==> config.mk <==
export PLATFORM = sky130hd
export DESIGN_NAME = tetris_line_clear_flat
export DESIGN_NICKNAME = d
export VERILOG_FILES = /design/src/rtl/tetris_line_clear_if.sv /design/src/rtl/tetris_line_clear.sv /design/src/flat_wrapper.sv
export SDC_FILE = /design/constraint.sdc
export NUM_CORES = 1
export LEC_CHECK = 0
export BUFFER_PORTS_ARGS = -buffer_cell sky130_fd_sc_hd__buf_4
export CAP_MARGIN = 20
export CELL_PAD_IN_SITES_DETAIL_PLACEMENT = 0
export CELL_PAD_IN_SITES_GLOBAL_PLACEMENT = 1
export CORE_MARGIN = 4
export CORE_UTILIZATION = 40
export CTS_CLUSTER_DIAMETER = 100
export DETAILED_ROUTE_END_ITERATION = 6
export PLACE_DENSITY = 0.77
export SLEW_MARGIN = 20
export SYNTH_ARGS = -nofsm -noshare
export SYNTH_HDL_FRONTEND = slang
export SYNTH_SLANG_ARGS = --single-unit
==> constraint.sdc <==
create_clock -name clk_i -period 8.09 [get_ports clk_i]
set_clock_uncertainty 0.15 [all_clocks]
set_input_delay 0 -clock clk_i [delete_from_list [all_inputs] [get_ports clk_i]]
set_output_delay 0 -clock clk_i [all_outputs]
set_load 0.03 [all_outputs]
==> src/rtl/tetris_line_clear_if.sv <==
// Bus bundle between the tile datapath / display and the playfield store.
//   master: tile datapath + display side (drives commits, start, read address)
//   slave : tetris_line_clear (drives status, pass results, read data)
// Signals:
//   ready_o, done_o, lines_o, lines_total_o, top_out_o, rd_data_o   board -> datapath
//   commit_v_i, commit_row_i, commit_mask_i, start_i, rd_row_i      datapath -> board
interface tetris_line_clear_if #(
  parameter int unsigned width_p       = 16,
  parameter int unsigned height_p      = 16,
  parameter int unsigned count_width_p = 16
) ();
  localparam int unsigned RowW   = $clog2(height_p);
  localparam int unsigned LinesW = RowW + 1;

  logic                     ready_o;
  logic                     commit_v_i;
  logic [RowW-1:0]          commit_row_i;
  logic [width_p-1:0]       commit_mask_i;
  logic                     start_i;
  logic                     done_o;
  logic [LinesW-1:0]        lines_o;
  logic [count_width_p-1:0] lines_total_o;
  logic                     top_out_o;
  logic [RowW-1:0]          rd_row_i;
  logic [width_p-1:0]       rd_data_o;

  modport master (
    input  ready_o, done_o, lines_o, lines_total_o, top_out_o, rd_data_o,
    output commit_v_i, commit_row_i, commit_mask_i, start_i, rd_row_i
  );

  modport slave (
    output ready_o, done_o, lines_o, lines_total_o, top_out_o, rd_data_o,
    input  commit_v_i, commit_row_i, commit_mask_i, start_i, rd_row_i
  );
endinterface

==> src/rtl/tetris_line_clear.sv <==
// Playfield store plus line-clear engine.
// Holds a height_p x width_p occupancy board (row 0 top). In IDLE, committed tile rows are
// ORed in and a clear pass may be started. A pass scans bottom-up, drops full rows, copies
// the survivors down and zero-fills the rows left at the top, then pulses done_o with the
// number of rows removed.
// Ports:
//   clk_i, reset_i   clock and synchronous active-high reset
//   bus (slave)      commit/start inputs, ready/done/lines/total/top_out status, display read
//   score_o          running score, only present when TETRIS_SCORE_EN is defined
// Build option: define TETRIS_SCORE_EN to add the score_o port and its adder.
module tetris_line_clear #(
  parameter int unsigned width_p       = 16,
  parameter int unsigned height_p      = 16,
  parameter int unsigned count_width_p = 16
) (
  input  logic              clk_i,
  input  logic              reset_i,
  tetris_line_clear_if.slave bus
`ifdef TETRIS_SCORE_EN
  ,
  output logic [count_width_p-1:0] score_o
`endif
);
  localparam int unsigned RowW   = $clog2(height_p);
  localparam int unsigned LinesW = RowW + 1;
  // Wide enough for count + 1200 without overflow, so saturation is a plain compare.
  localparam int unsigned SumW   = ((count_width_p > 11) ? count_width_p : 11) + 1;

  localparam logic [1:0] StIdle = 2'd0;
  localparam logic [1:0] StScan = 2'd1;
  localparam logic [1:0] StFill = 2'd2;
  localparam logic [1:0] StDone = 2'd3;

  localparam logic [RowW-1:0]          LastRow  = RowW'(height_p - 1);
  localparam logic [width_p-1:0]       FullRow  = '1;
  localparam logic [count_width_p-1:0] CountMax = '1;

  logic [1:0]               state_q, state_d;
  logic [RowW-1:0]          r_q, r_d;
  logic [RowW-1:0]          w_q, w_d;
  logic [LinesW-1:0]        k_q, k_d;
  logic [width_p-1:0]       board_q [height_p];
  logic [width_p-1:0]       board_d [height_p];
  logic [LinesW-1:0]        lines_q, lines_d;
  logic [count_width_p-1:0] total_q, total_d;
  logic                     top_q, top_d;
  logic                     enter_done;
  logic                     commit_ok;
  logic [SumW-1:0]          total_sum;

  assign commit_ok = bus.commit_v_i && ({1'b0, bus.commit_row_i} < LinesW'(height_p));
  assign total_sum = SumW'(total_q) + SumW'(k_d);

  always_comb begin
    state_d    = state_q;
    r_d        = r_q;
    w_d        = w_q;
    k_d        = k_q;
    board_d    = board_q;
    lines_d    = lines_q;
    total_d    = total_q;
    top_d      = top_q;
    enter_done = 1'b0;

    unique case (state_q)
      StIdle: begin
        if (commit_ok) begin
          board_d[bus.commit_row_i] = board_q[bus.commit_row_i] | bus.commit_mask_i;
        end
        if (bus.start_i) begin
          r_d     = LastRow;
          w_d     = LastRow;
          k_d     = '0;
          state_d = StScan;
        end
      end
      StScan: begin
        if (board_q[r_q] == FullRow) begin
          k_d = k_q + 1'b1;
        end else begin
          // Survivors only move once a full row below them has been skipped.
          if (w_q != r_q) begin
            board_d[w_q] = board_q[r_q];
          end
          w_d = w_q - 1'b1;
        end
        r_d = r_q - 1'b1;
        if (r_q == '0) begin
          if (k_d != '0) begin
            state_d = StFill;
          end else begin
            state_d    = StDone;
            enter_done = 1'b1;
          end
        end
      end
      StFill: begin
        // w ends the scan at k-1, so filling down to row 0 takes exactly k cycles.
        board_d[w_q] = '0;
        w_d          = w_q - 1'b1;
        if (w_q == '0) begin
          state_d    = StDone;
          enter_done = 1'b1;
        end
      end
      StDone: begin
        state_d = StIdle;
      end
      default: begin
        state_d = StIdle;
      end
    endcase

    // Results are latched on the edge into DONE so they are visible alongside done_o.
    if (enter_done) begin
      lines_d = k_d;
      total_d = (total_sum > SumW'(CountMax)) ? CountMax : total_sum[count_width_p-1:0];
      top_d   = |board_d[0];
    end else if (state_q == StIdle && commit_ok) begin
      top_d = |board_d[0];
    end
  end

  always_ff @(posedge clk_i) begin
    if (reset_i) begin
      state_q <= StIdle;
      r_q     <= '0;
      w_q     <= '0;
      k_q     <= '0;
      board_q <= '{default: '0};
      lines_q <= '0;
      total_q <= '0;
      top_q   <= 1'b0;
    end else begin
      state_q <= state_d;
      r_q     <= r_d;
      w_q     <= w_d;
      k_q     <= k_d;
      board_q <= board_d;
      lines_q <= lines_d;
      total_q <= total_d;
      top_q   <= top_d;
    end
  end

`ifdef TETRIS_SCORE_EN
  logic [count_width_p-1:0] score_q, score_d;
  logic [10:0]              score_inc;
  logic [SumW-1:0]          score_sum;

  always_comb begin
    case (k_d)
      LinesW'(0): score_inc = 11'd0;
      LinesW'(1): score_inc = 11'd40;
      LinesW'(2): score_inc = 11'd100;
      LinesW'(3): score_inc = 11'd300;
      default:    score_inc = 11'd1200;
    endcase
    score_sum = SumW'(score_q) + SumW'(score_inc);
    score_d   = score_q;
    if (enter_done) begin
      score_d = (score_sum > SumW'(CountMax)) ? CountMax : score_sum[count_width_p-1:0];
    end
  end

  always_ff @(posedge clk_i) begin
    if (reset_i) begin
      score_q <= '0;
    end else begin
      score_q <= score_d;
    end
  end

  assign score_o = score_q;
`endif

  assign bus.ready_o       = (state_q == StIdle);
  assign bus.done_o        = (state_q == StDone);
  assign bus.lines_o       = lines_q;
  assign bus.lines_total_o = total_q;
  assign bus.top_out_o     = top_q;
  assign bus.rd_data_o     = ({1'b0, bus.rd_row_i} < LinesW'(height_p)) ? board_q[bus.rd_row_i]
                                                                         : '0;
endmodule
==> src/flat_wrapper.sv <==
// flat-port wrapper written by rule: the top's interface ports become plain ports
module tetris_line_clear_flat 
#(
  parameter int unsigned width_p       = 16,
  parameter int unsigned height_p      = 16,
  parameter int unsigned count_width_p = 16
)
  (clk_i, reset_i, bus_ready_o, bus_done_o, bus_lines_o, bus_lines_total_o, bus_top_out_o, bus_rd_data_o, bus_commit_v_i, bus_commit_row_i, bus_commit_mask_i, bus_start_i, bus_rd_row_i);
  tetris_line_clear_if #(.width_p(width_p), .height_p(height_p), .count_width_p(count_width_p)) bus_i ();
  input  logic clk_i;
  input  logic reset_i;
  output wire logic [$bits(bus_i.ready_o)-1:0] bus_ready_o;
  output wire logic [$bits(bus_i.done_o)-1:0] bus_done_o;
  output wire logic [$bits(bus_i.lines_o)-1:0] bus_lines_o;
  output wire logic [$bits(bus_i.lines_total_o)-1:0] bus_lines_total_o;
  output wire logic [$bits(bus_i.top_out_o)-1:0] bus_top_out_o;
  output wire logic [$bits(bus_i.rd_data_o)-1:0] bus_rd_data_o;
  input wire logic [$bits(bus_i.commit_v_i)-1:0] bus_commit_v_i;
  input wire logic [$bits(bus_i.commit_row_i)-1:0] bus_commit_row_i;
  input wire logic [$bits(bus_i.commit_mask_i)-1:0] bus_commit_mask_i;
  input wire logic [$bits(bus_i.start_i)-1:0] bus_start_i;
  input wire logic [$bits(bus_i.rd_row_i)-1:0] bus_rd_row_i;
  assign bus_ready_o = bus_i.ready_o;
  assign bus_done_o = bus_i.done_o;
  assign bus_lines_o = bus_i.lines_o;
  assign bus_lines_total_o = bus_i.lines_total_o;
  assign bus_top_out_o = bus_i.top_out_o;
  assign bus_rd_data_o = bus_i.rd_data_o;
  assign bus_i.commit_v_i = bus_commit_v_i;
  assign bus_i.commit_row_i = bus_commit_row_i;
  assign bus_i.commit_mask_i = bus_commit_mask_i;
  assign bus_i.start_i = bus_start_i;
  assign bus_i.rd_row_i = bus_rd_row_i;
  tetris_line_clear #(.width_p(width_p), .height_p(height_p), .count_width_p(count_width_p)) u_core (.clk_i(clk_i), .reset_i(reset_i), .bus(bus_i));
endmodule
### Yosys cells after proc, flatten, opt, wreduce, memory -nomap -nowiden

Cells that the tools add are included.

| storage, ports and cells | value |
|---|---|
| register bits after elaboration | 293 |
| output and inout bits | 40 |
| input port bits | 28 |

| cells by class | value |
|---|---|
| $add $sub $neg | 4 |
| $lt $le $gt $ge | 7 |
| equality and inequality tests | 11 |
| muxes and demuxes | 39 |
| bitwise operators | 7 |
| reductions and logical operators | 15 |

Operators by type and width:

| cell | count |
|---|---|
| 256-bit two-way mux | 3 |
| 256-bit one-hot mux with 3 select lines | 1 |
| 256-bit bitwise mux | 2 |
| 256-bit bitwise AND | 1 |
| 256-bit inverter | 1 |
| 16-bit binary-select mux with 4-bit select | 3 |
| 16-bit two-way mux | 9 |
| 16-bit demux with 4-bit select | 2 |
| 5-bit greater-or-equal comparator (second input constant) | 4 |
| 4-bit inverter with 5-bit output | 4 |
| 16-bit by 5-bit adder with 17-bit output | 1 |
| 17-bit by 16-bit > comparator with 1-bit output (second input constant) | 1 |
| 16-bit equality test (second input constant) | 1 |
| 16-bit bitwise OR | 1 |
| 16-bit OR reduction | 1 |
| 5-bit two-way mux | 3 |
| 4-bit one-hot mux with 3 select lines | 1 |
| 5-bit by 1-bit less-than comparator with 1-bit output (second input constant) | 2 |
| 2-bit by 1-bit inequality test with 1-bit output (second input constant) | 5 |
| 5-bit one-hot mux with 2 select lines | 1 |
| 4-bit logical NOT | 2 |
| 4-bit two-way mux | 2 |
| 2-bit one-hot mux with 4 select lines | 1 |
| 4-bit one-hot mux with 2 select lines | 1 |
| 17 further kinds | 30 |

### Longest topological paths before layout

| depth | value |
|---|---|
| depth in word-level cells | 12 |
| mapped depth | 27 |
| depth with buffers taken out | 21 |

### Least setup slack after synthesis

Ideal clock, no wire load.

| path | value |
|---|---|
| path type | reg-to-reg |
| from | register u_core.r_q[0] |
| to | register u_core.total_q[11] (netlist: u_core.bus.lines_total_o[11]) |
| arrival time | 4.873 ns |
| path buffers | 3 |
| stages on the path, launching flop included | 25 |
| library setup time | 0.091 ns |
| clock period less this slack | 5.114 ns |
| slack | 2.976 ns |
| path through | dfxtp_1 buf_4 clkinv_1 buf_2 mux2i_1 o41ai_2 nand3_1 nor4_4 nand2_1 xnor2_1 a22oi_1 inv_1 ha_1 inv_1 fa_1 nor2b_1 o21ai_0 a21boi_0 o211ai_1 nor2_1 nand4_1 clkbuf_1 o21ai_0 a21oi_1 a311oi_1 |

| between the ends | value |
|---|---|
| word-level cells in the longest chain between the ends | 11 |

RTL lines:

| what | line | text |
|---|---|---|
| start: declaration | tetris_line_clear.sv:39 | `logic [RowW-1:0] r_q, r_d;` |
| start signal: assignment | tetris_line_clear.sv:136 | `r_q <= r_d;` |
| 4-bit inverter with 5-bit output (implied by the code) * | tetris_line_clear.sv:78 | `if (board_q[r_q] == FullRow) begin` |
| 16-bit binary-select mux with 4-bit select * | tetris_line_clear.sv:78 |  |
| 16-bit two-way mux (implied by the code) * (2 in a row) | tetris_line_clear.sv:78 |  |
| 16-bit equality test * | tetris_line_clear.sv:78 |  |
| 5-bit two-way mux * | tetris_line_clear.sv:78 |  |
| 5-bit two-way mux * | tetris_line_clear.sv:65 | `unique case (state_q)` |
| 5-bit one-hot mux with 2 select lines * | tetris_line_clear.sv:65 |  |
| named net u_core.k_d[0] | tetris_line_clear.sv:41 | `logic [LinesW-1:0] k_q, k_d;` |
| 16-bit by 5-bit adder with 17-bit output * | tetris_line_clear.sv:52 | `assign total_sum = SumW'(total_q) + SumW'(k_d);` |
| 17-bit by 16-bit > comparator with 1-bit output | tetris_line_clear.sv:117 | `total_d = (total_sum > SumW'(CountMax)) ? CountMax : total_sum[count_width_p-1:0];` |
| 16-bit two-way mux * | tetris_line_clear.sv:117 |  |
| end signal: assignment | tetris_line_clear.sv:141 | `total_q <= total_d;` |
| end: declaration | tetris_line_clear.sv:45 | `logic [count_width_p-1:0] total_q, total_d;` |

The timed path passes the listed nets; every way through them passes the cells marked *. The select of a mux whose other input is x is not followed.
A chain may end at the register's enable or synchronous reset.

### Worst setup path in the final report

| path | value |
|---|---|
| from | register u_core.r_q[1] |
| to | register u_core.total_q[7] (netlist: u_core.bus.lines_total_o[7]) |

The elaborated chain is that of the path after synthesis.

==> flow_metrics.env <==
export IMPL_setup_worst_path_class="reg -> reg"
export IMPL_cts_buffers=35
export IMPL_use_met2=0.461
export IMPL_synthesis_area_um2=20100
export IMPL_cts_tree="yes"
export IMPL_grt_util_met1=0.409
export IMPL_path_cells="buf_4 -> mux4_2 -> mux2i_1 -> a2111oi_0 -> o2bb2a_1 -> nor4_4 -> nand2_1 -> xnor2_1 -> a22oi_1 -> inv_1 -> ha_1 -> inv_1 -> fa_1 -> nor2b_1 -> o21ai_0 -> a21boi_0 -> o211ai_1 -> nor2_1 -> nand4_1 -> and3b_1 -> a311oi_1"
export IMPL_core_um2=49400
export IMPL_setup_violations=0
export IMPL_cp_start_kind="register"
export IMPL_fmax_mhz=144
export IMPL_clk_path_buf_depth=3
export IMPL_gp_congestion=0.981
export IMPL_cap_violations=0
export IMPL_grt_use_total=0.322
export IMPL_multi_input_area_um2=13400
export IMPL_drtIter0Drc=3601
export IMPL_avgViaCountPerCell=7.83
export IMPL_busiest_layer="met2"
export IMPL_power_internal_uw=3380
export IMPL_worst_slew_pin_slew_ns=1.27
export IMPL_r2r_cells=21
export IMPL_use_met3=0.130
export IMPL_routed_via_count=20000
export IMPL_hpwl_um=55900
export IMPL_drive_above_1_share=0.251
export IMPL_cp_max_fo=49
export IMPL_worstSkewPairLatency_ns=0.58
export IMPL_cts_resized=0
export IMPL_violations="DRC"
export IMPL_required_ns=8.40
export IMPL_maxSlewViolCount=0
export IMPL_ys_ff_latch=293
export IMPL_drcViolationCount=2
export IMPL_comb_power_share=0.502
export IMPL_yosys_warnings=0
export IMPL_ys_flop_type="dfxtp_1"
export IMPL_die_w_um=232
export IMPL_root_buffer="clkbuf_16"
export IMPL_fin_nets=1907
export IMPL_p_leak_uw=0.00735
export IMPL_grt_max_degree=121
export IMPL_synth_async_reset_ratio=0
export IMPL_synth_distinct_cells=86
export IMPL_crit_path_max_incr_delay_ns=0.95
export IMPL_period_share=0.858
export IMPL_placementRows=81
export IMPL_power_density_nw_per_um2=301
export IMPL_syn_inst=1892
export IMPL_clk_pin_slew_ns=0.07
export IMPL_ios=68
export IMPL_register_area_um2=5870
export IMPL_final_common_cell="dfxtp_1"
export IMPL_grt_antenna_before_repair=2
export IMPL_slew_headroom=0.153
export IMPL_cpMostUsedCell="inv_1"
export IMPL_syn_area_per_cell_um2=10.6
export IMPL_status="finished, violations left"
export IMPL_endpoint_kind="register"
export IMPL_htree_levels=2
export IMPL_finalHoldViolCount=0
export IMPL_synth_edf_count=0
export IMPL_finalSetupTns_ns=0
export IMPL_routed_wirelength_um=89900
export IMPL_power_frac_seq=0.257
export IMPL_synth_nets=1937
export IMPL_fill_cells=4575
export IMPL_initial_utilization=0.408
export IMPL_overflow=0
export IMPL_cp_arrival_ns=7.25
export IMPL_routedWlPerCell_um=35.2
export IMPL_final_cell_mix="290 x dfxtp_1, 210 x mux4_2, 122 x a32oi_1, 122 x o32ai_1, 122 x buf_4"
export IMPL_drtAntennaViolNets=0
export IMPL_die_area_um2=54000
export IMPL_seq_area_frac_synth=0.291
export IMPL_swShare=0.503
export IMPL_clkPwrFrac=0.241
export IMPL_io_buffers=67
export IMPL_grt_pass1_vias=18800
export IMPL_hold_class="in -> reg"
export IMPL_drt_first_pass_iters=7
export IMPL_grt_pass1_wl_um=130000
export IMPL_die_y_um=232
export IMPL_layout_min_cycle_time_ns=6.94
export IMPL_antenna_cells=0
export IMPL_area_delta_synth_final_pct=12.2
export IMPL_rsz0062_at_grt="no"
export IMPL_slowest_stage="dfxtp_4"
export IMPL_post_route_util=0.458
export IMPL_switchingPower_uw=3420
export IMPL_peakVddDrop_v=0.000294
export IMPL_min_path_cells=4
export IMPL_clock_sinks=293
-- layout make-up --
type / instances / share of cell area
clock buffer: 48 / 0.0445
clock inverter: 15 / 0.00631
inverter: 30 / 0.00498
multi-input combinational: 1354 / 0.593
sequential: 293 / 0.260
tap: 664 / 0.0368
timing repair buffer: 148 / 0.0540
-- timing repair --
action | CTS | global route
hold buffers | 19 | 0
buffers inserted | 0 | 0
endpoints found under the hold margin | 201 | 0
-- metal layers --
metal,vias to the layer above,routed length (um)
met1,9858,32300
li1,7973,-
met5,-,14
met3,392,13600
met2,1760,37800
met4,2,6240
-- cells by family (layout without fill, tap and decap cells) --
logic type	count (synthesis)	after routing	synth area share
multiplexers	254	254	0.258
XOR/XNOR	11	11	0.00478
flip-flops	293	293	0.291
buffers and inverters	245	241	0.0528
AND/OR/NAND/NOR	327	327	0.0777
adder cells (fa/ha/maj)	17	17	0.0109
AO/OA/AOI/OAI	745	745	0.304
-- worst max-delay path, delay by kind of cell, from the launching register on --
family | cells | cell delay [ns]
AOI/OAI and AO/OA | 7 | 1.63
xor gates and xnor gates | 1 | 0.21
adders and majority gates | 2 | 0.60
buffers and inverters | 3 | 0.55
DFF | 1 | 0.95
muxes | 2 | 0.41
and+or+nand+nor | 6 | 2.29
-- through the flow --
stage	hold slack (ns)	area, um^2	worst slack, ns	std cells	power [uW]
2_1_floorplan	0.0514	20100	2.98	1892	3730
3_3_place_gp	0.194	21100	1.35	2462	4900
4_1_cts	0.0450	22500	1.25	2550	6590
3_5_place_dp	0.193	21200	1.28	2468	4970
5_1_grt	0.116	22600	0.501	2552	6920
6_report	0.0661	22600	1.15	2552	6800
-- power groups by stage --
stage / clock (uW) / sequential (uW) / combinational (uW)
after floorplan: 0 / 1660 / 2070
after global placement: 0 / 1760 / 3140
after detailed placement: 0 / 1770 / 3200
after CTS: 1640 / 1740 / 3220
after global routing: 1680 / 1760 / 3480
final: 1640 / 1750 / 3410
-- cell usage after synthesis, drive strengths merged (4+ instances only) --
library cell | count | share of area
a32oi | 122 | 0.053
a21oi | 62 | 0.016
o32ai | 122 | 0.053
and2 | 11 | 0.0034
nand2b | 11 | 0.0034
o211ai | 8 | 0.0037
a2111oi | 4 | 0.0018
nand4 | 5 | 0.0016
clkbuf | 118 | 0.022
ha | 16 | 0.0099
nor2 | 89 | 0.017
nand3 | 37 | 0.0092
a22oi | 9 | 0.0034
mux4 | 210 | 0.23
nor2b | 16 | 0.0050
a31oi | 16 | 0.0053
a311oi | 13 | 0.0057
or2 | 7 | 0.0022
a22o | 121 | 0.053
and3 | 9 | 0.0028
mux2 | 20 | 0.011
o21ai | 33 | 0.0082
nand2 | 98 | 0.018
a21boi | 4 | 0.0015
a221oi | 20 | 0.0087
inv | 28 | 0.0052
buf | 97 | 0.025
nor4 | 6 | 0.0026
o2bb2ai | 121 | 0.053
o22ai | 24 | 0.011
o21a | 5 | 0.0019
mux2i | 24 | 0.012
xor2 | 5 | 0.0022
xnor2 | 6 | 0.0026
a221o | 4 | 0.0020
a211oi | 18 | 0.0067
dfxtp | 293 | 0.29
o211a | 5 | 0.0025
nor3 | 20 | 0.0052
a21o | 9 | 0.0034
-- registers in the layout, indices dropped and copies added (netlist names) --
signal                    cells
u_core.w_q                    4
u_core.r_q                    4
u_core.bus.lines_total_o     16
u_core.k_q                    5
u_core.bus.lines_o            5
u_core.state_q                2
u_core.bus.top_out_o          1
u_core.board_q              256
-- worst paths after layout --
path | from | to | slack (ns)
min | bus_commit_v_i | u_core.bus.top_out_o$_SDFFE_PP0P_ | 0.07
max reg2reg | u_core.r_q[1]$_SDFFE_PP0P_ | u_core.bus.lines_total_o[7]$_SDFFE_PP0P_ | 1.15
min reg2reg | u_core.board_q[142]$_SDFFE_PP0P_ | u_core.board_q[142]$_SDFFE_PP0P_ | 0.35
max | u_core.r_q[1]$_SDFFE_PP0P_ | u_core.bus.lines_total_o[7]$_SDFFE_PP0P_ | 1.15
(Power assumes the default switching activity.)
